$ cat src/rtl/tiny_proc_pkg.sv
// tiny_proc_pkg: mode bus encoding and loader state shared by the tiny processor loader
package tiny_proc_pkg;
    typedef enum logic [1:0] {MODE_IDLE, MODE_INSTR, MODE_REG, MODE_RUN} mode_t;
    typedef enum logic [2:0] {ST_IDLE, ST_FETCH, ST_WAIT_MEM, ST_SHIFT, ST_WAIT_ACK, ST_RUN, ST_ERROR} state_t;
endpackage

$ cat src/rtl/piso_shift.sv
// piso_shift: loadable shift register that serialises one word; zeros fill in behind so the line idles low
module piso_shift #(
    parameter int DATA_W    = 8,
    parameter bit MSB_FIRST = 1
) (
    input  logic              clk,
    input  logic              rst_n,
    input  logic              load_i,
    input  logic              shift_i,
    input  logic [DATA_W-1:0] data_i,
    output logic              ser_o
);
    logic [DATA_W-1:0] sr_q, sr_d;
    always_comb sr_d = load_i ? data_i : shift_i ? (MSB_FIRST ? sr_q << 1 : sr_q >> 1) : sr_q;
    always_ff @(posedge clk) begin
        if (!rst_n) sr_q <= '0;
        else sr_q <= sr_d;
    end
    assign ser_o = MSB_FIRST ? sr_q[DATA_W-1] : sr_q[0];
endmodule

$ cat src/rtl/prog_loader.sv
// prog_loader: fetches an instruction/register image from memory and serialises it into the tiny core,
// then releases the core into RUN; every output comes straight from a flop.
module prog_loader
    import tiny_proc_pkg::*;
#(
    parameter int N_INSTR   = 16,
    parameter int N_REGS    = 16,
    parameter int DATA_W    = 8,
    parameter bit MSB_FIRST = 1,
    parameter int TIMEOUT   = 255
) (
    input  logic                              clk,
    input  logic                              rst_n,
    input  logic                              start_i,
    input  logic [$clog2(N_INSTR+1)-1:0]      n_instr_i,
    output logic                              mem_rd_o,
    output logic [$clog2(N_INSTR+N_REGS)-1:0] mem_addr_o,
    input  logic [DATA_W-1:0]                 mem_rdata_i,
    output logic [1:0]                        mode_out_o,
    output logic                              mosi_out_o,
    input  logic                              done_in_i,
    output logic                              busy_o,
    output logic                              done_out_o,
    output logic                              err_o
);
    localparam int CW = $clog2(N_INSTR + 1);
    localparam int AW = $clog2(N_INSTR + N_REGS);
    localparam int TW = $clog2(TIMEOUT + 1);
    localparam int BW = $clog2(DATA_W + 1);
    state_t state_q, state_d;
    mode_t phase_q, phase_d, mode_q, mode_d;
    logic [AW-1:0] idx_q, idx_d, n_q, n_d, addr_q, addr_d;
    logic [TW-1:0] tmo_q, tmo_d;
    logic [BW-1:0] bit_q, bit_d;
    logic rd_q, busy_q, done_q, err_q, go, last;
    assign go   = start_i && (state_q inside {ST_IDLE, ST_RUN, ST_ERROR});
    assign last = phase_q == MODE_INSTR ? idx_q == n_q - AW'(1) : idx_q == AW'(N_REGS - 1);
    always_comb begin
        state_d = state_q;
        phase_d = phase_q;
        idx_d   = idx_q;
        n_d     = n_q;
        tmo_d   = '0;
        bit_d   = '0;
        if (go) begin
            state_d = ST_FETCH;
            n_d     = n_instr_i > CW'(N_INSTR) ? AW'(N_INSTR) : AW'(n_instr_i);
            phase_d = n_instr_i == '0 ? MODE_REG : MODE_INSTR;
            idx_d   = '0;
        end else begin
            case (state_q)
                ST_FETCH:    state_d = ST_WAIT_MEM;
                ST_WAIT_MEM: state_d = ST_SHIFT;
                ST_SHIFT: begin
                    bit_d = bit_q + BW'(1);
                    if (bit_q == BW'(DATA_W - 1)) state_d = ST_WAIT_ACK;
                end
                ST_WAIT_ACK: begin
                    if (done_in_i) begin
                        state_d = last && phase_q == MODE_REG ? ST_RUN : ST_FETCH;
                        phase_d = last ? MODE_REG : phase_q;
                        idx_d   = last ? '0 : idx_q + AW'(1);
                    end else if (tmo_q == TW'(TIMEOUT - 1)) state_d = ST_ERROR;
                    else tmo_d = tmo_q + TW'(1);
                end
                default: ;
            endcase
        end
        addr_d = state_d == ST_FETCH ? (phase_d == MODE_REG ? AW'(N_INSTR) + idx_d : idx_d) : addr_q;
        // between words of one load the core keeps its mode; a fresh load starts from 00
        mode_d = state_d == ST_WAIT_MEM ? phase_q :
                 state_d == ST_RUN ? MODE_RUN :
                 (state_d inside {ST_SHIFT, ST_WAIT_ACK} || (state_d == ST_FETCH && busy_q)) ? mode_q : MODE_IDLE;
    end
    always_ff @(posedge clk) begin
        if (!rst_n) begin
            state_q <= ST_IDLE;
            phase_q <= MODE_INSTR;
            mode_q  <= MODE_IDLE;
            idx_q   <= '0;
            n_q     <= '0;
            addr_q  <= '0;
            tmo_q   <= '0;
            bit_q   <= '0;
            rd_q    <= 1'b0;
            busy_q  <= 1'b0;
            done_q  <= 1'b0;
            err_q   <= 1'b0;
        end else begin
            state_q <= state_d;
            phase_q <= phase_d;
            mode_q  <= mode_d;
            idx_q   <= idx_d;
            n_q     <= n_d;
            addr_q  <= addr_d;
            tmo_q   <= tmo_d;
            bit_q   <= bit_d;
            rd_q    <= state_d == ST_FETCH;
            busy_q  <= state_d inside {ST_FETCH, ST_WAIT_MEM, ST_SHIFT, ST_WAIT_ACK};
            done_q  <= state_d == ST_RUN && state_q != ST_RUN;
            err_q   <= state_d == ST_ERROR;
        end
    end
    piso_shift #(.DATA_W(DATA_W), .MSB_FIRST(MSB_FIRST)) u_piso (
        .clk    (clk),
        .rst_n  (rst_n),
        .load_i (state_q == ST_WAIT_MEM),
        .shift_i(state_q == ST_SHIFT),
        .data_i (mem_rdata_i),
        .ser_o  (mosi_out_o)
    );
    assign mem_rd_o   = rd_q;
    assign mem_addr_o = addr_q;
    assign mode_out_o = mode_q;
    assign busy_o     = busy_q;
    assign done_out_o = done_q;
    assign err_o      = err_q;
endmodule

$ cat config.mk
export PLATFORM = sky130hd
export DESIGN_NAME = prog_loader
export DESIGN_NICKNAME = d
export VERILOG_FILES = /design/src/rtl/tiny_proc_pkg.sv /design/src/rtl/piso_shift.sv /design/src/rtl/prog_loader.sv
export SDC_FILE = /design/constraint.sdc
export NUM_CORES = 1
export LEC_CHECK = 0
export CORE_MARGIN = 1
export CORE_UTILIZATION = 35
export DETAILED_ROUTE_END_ITERATION = 7
export SYNTH_ARGS = -nofsm -noshare
export SYNTH_HDL_FRONTEND = slang
export SYNTH_HIERARCHICAL = 1
export SYNTH_SLANG_ARGS = --single-unit
$ cat constraint.sdc
create_clock -name clk -period 4.3 [get_ports clk]
set_input_delay 0.86 -clock clk [delete_from_list [all_inputs] [get_ports clk]]
set_output_delay 0.86 -clock clk [all_outputs]
set_load 0.01 [all_outputs]
==> metrics.cfg <==
[status]
status = finished clean

[synth]
synthArstFlopShare_pct = 0
postSynthCellCount = 250
synth_enable_flop_cells = 0
synth-seq-cells = 46
syn_area_per_cell_um2 = 9.26
syn_nets = 272
synth_ff_type = dfxtp_1
synth_area_um2 = 2320
yosysWarningCount = 6
synth_cell_types = 60
yosysSeqAreaShare_pct = 39.8

[job]
drv_cap = 0

[worst_setup_path]
crit_chain = inv_1, ha_1, xor2_1, or3_1, a222oi_1, a31oi_2, or3_1, a31oi_1
endpoint_kind = register
path_max_fanout = 7
crit_slowest_cell = a222oi_1
worstPathRequired_ns = 4.52
crit_path_start_kind = register
worstPathArrival_ns = 3.10
critPathKind = reg -> reg
slowest_delay_ns = 0.72
cp_common_cell = or3_1

[cts]
numCtsBuffers = 5
clockBufferDepth = 2
cts_setup_buffers = 0
clock_latency_ns = 0.30
cts_max_level = 2
clockRootBuffer = clkbuf_8
cts.sinks = 46
path_clk_slew_ns = 0.08
cts_hold_buf = 0
cts_tree = yes
post_cts_resize_count = 0

[final_layout]
area_growth_syn_to_layout_pct = 20.6
fin_cells = 357
final_nets = 302
drive_gt1_share_pct = 9.64
num-fill-cells = 643
mostFrequentLayoutCell = dfxtp_1
layout_common_cells = 46 x dfxtp_1, 28 x clkdlybuf4s50_1, 24 x nor2_1
antennaDiodeCount = 0

[place]
port-buffer-count = 28
gp_congestion = 0.758
dp_worst_setup_slack_ns = 1.24
placedCellCount = 350
dp_hpwl_mm = 3.49

[power_and_ir_drop]
pwr_density_cell_nw_per_um2 = 330
finalPower_w = 0.000920
ir_worst_vdd_v = 0.000192
power.leakage_nw = 1.12

[floorplan]
die_w_um = 83.3
dieArea_um2 = 6950
row_count = 29
ios = 29
start_util_pct = 36.3
die_y_um = 83.3
core_um2 = 6390

[detailed_routing]
wl_per_cell_um = 13.4
drc = 0
routed_wl_mm = 4.79
vias = 1886
first_pass_iters = 4
drtIter0Drc = 64
drtAntennaViolNets = 0
viasPerCell = 5.28

[sta]
final-setup-viol-count = 0
fin_crit_sh_pct = 66.9
max_freq_ghz = 0.347
hold_violations = 0
relSlewSlack_pct = 49.2
fin_setup_tns_ns = 0
post-route-min-period_ns = 2.88
finalMaxSlewViolations = 0
tightest_slew_ns = 0.762
fin_skew_ns = 0.00307
final.setup.worst_slack_ns = 1.42
rsz0062_at_grt = no

[global_routing]
gr-total-overflow = 0
grtUsageTotal_pct = 15.0
grt_pass1_vias = 1829
grt_max_degree = 18
grt_antenna_before_repair = 0
grt_pass1_wl_mm = 8.45

[min_path]
hp-class = reg -> reg

==> area by class of cell <==
cell class	instances	area, µm²	area share, %
well taps	77	96.3	3.45
clock inverters	1	30.0	1.08
inverters	7	26.3	0.941
repair buffers	32	310	11.1
clock buffers	6	82.6	2.96
multi-input cells	188	1330	47.5
flip-flops and latches	46	921	33.0
==> logic make-up after synthesis <==
logic type / synth area share, %
AND/OR/NAND/NOR: 26.5
AO/OA/AOI/OAI: 17.3
flip-flops: 39.8
buffers and inverters: 2.97
XOR/XNOR: 4.92
multiplexers: 5.83
adder cells (fa/ha/maj): 2.70
==> per-stage QoR <==
stage	util (%)	instance area, µm²	hold slack (ns)
5_1_grt	43.7	2790	0.495
6_report	43.7	2790	0.454
4_1_cts	43.7	2790	0.453
3_3_place_gp	42.0	2680	0.435
3_5_place_dp	42.0	2680	0.442
2_1_floorplan	-	2320	0.418
==> worst paths after layout <==
kind                 start             to  slack, ns  cells past startpoint
setup reg to reg    n_q[0]  mode_out_o[1]       1.42                      8
hold / removal    bit_q[0]       bit_q[0]       0.45                      1
setup / recovery    n_q[0]  mode_out_o[1]       1.42                      8
hold reg to reg   bit_q[0]       bit_q[0]       0.45                      1
==> routing by layer <==
| metal | global-route usage, % | up-vias | routed length [µm] |
|---|---|---|---|
| met2 | 23.5 | 22 | 2140 |
| met5 | 0 | - | 0 |
| met4 | 4.70 | 0 | 57 |
| met1 | 20.0 | 886 | 2430 |
| li1 | - | 971 | - |
| met3 | 4.17 | 7 | 161 |
==> report_power, final <==
| part | leakage, nW | switching (W) | internal [W] |
|---|---|---|---|
| Combinational | 0.689 | 0.0000588 | 0.0000734 |
| Sequential | 0.374 | 0.0000159 | 0.000444 |
| Clock | 0.0573 | 0.000142 | 0.000186 |
==> Yosys cell counts (3+ instances only) <==
cell type | instances | area share [%]
a21oi_1 | 12 | 2.6
a22oi_1 | 3 | 0.97
and2_1 | 3 | 0.81
and3_1 | 8 | 2.2
clkbuf_1 | 6 | 0.97
dfxtp_1 | 46 | 40
ha_1 | 5 | 2.7
inv_1 | 7 | 1.1
mux2_4 | 7 | 4.5
mux2i_1 | 3 | 1.3
nand2_1 | 12 | 1.9
nand2b_1 | 9 | 2.4
nand3_1 | 9 | 1.9
nand4_1 | 3 | 0.81
nor2_1 | 24 | 3.9
nor2b_1 | 5 | 1.4
nor3_1 | 6 | 1.3
nor3b_1 | 8 | 2.6
o211a_1 | 7 | 3.0
o21ai_0 | 5 | 1.1
o22a_1 | 3 | 1.1
or3_1 | 3 | 0.81
xnor2_1 | 3 | 1.1
xor2_1 | 10 | 3.8
==> critical path, delay by kind of cell (launching register included) <==
| family | cells | cell delay, ns |
|---|---|---|
| adders and majority gates | 1 | 0.22 |
| DFF | 1 | 0.44 |
| and+or+nand+nor | 2 | 0.74 |
| xor gates and xnor gates | 1 | 0.15 |
| buffers and inverters | 1 | 0.07 |
| AOI/OAI and AO/OA | 3 | 1.18 |
==> sequential cells by signal, indices dropped and copies added (netlist names) <==
name / flops
u_piso/sr_q: 8
mem_addr_o: 5
bit_q: 4
mem_rd_o: 1
idx_q: 5
tmo_q: 8
state_q: 3
done_out_o: 1
mode_out_o: 2
err_o: 1
busy_o: 1
n_q: 5
phase_q: 2
No activity file was read; power rests on OpenSTA's default activity.
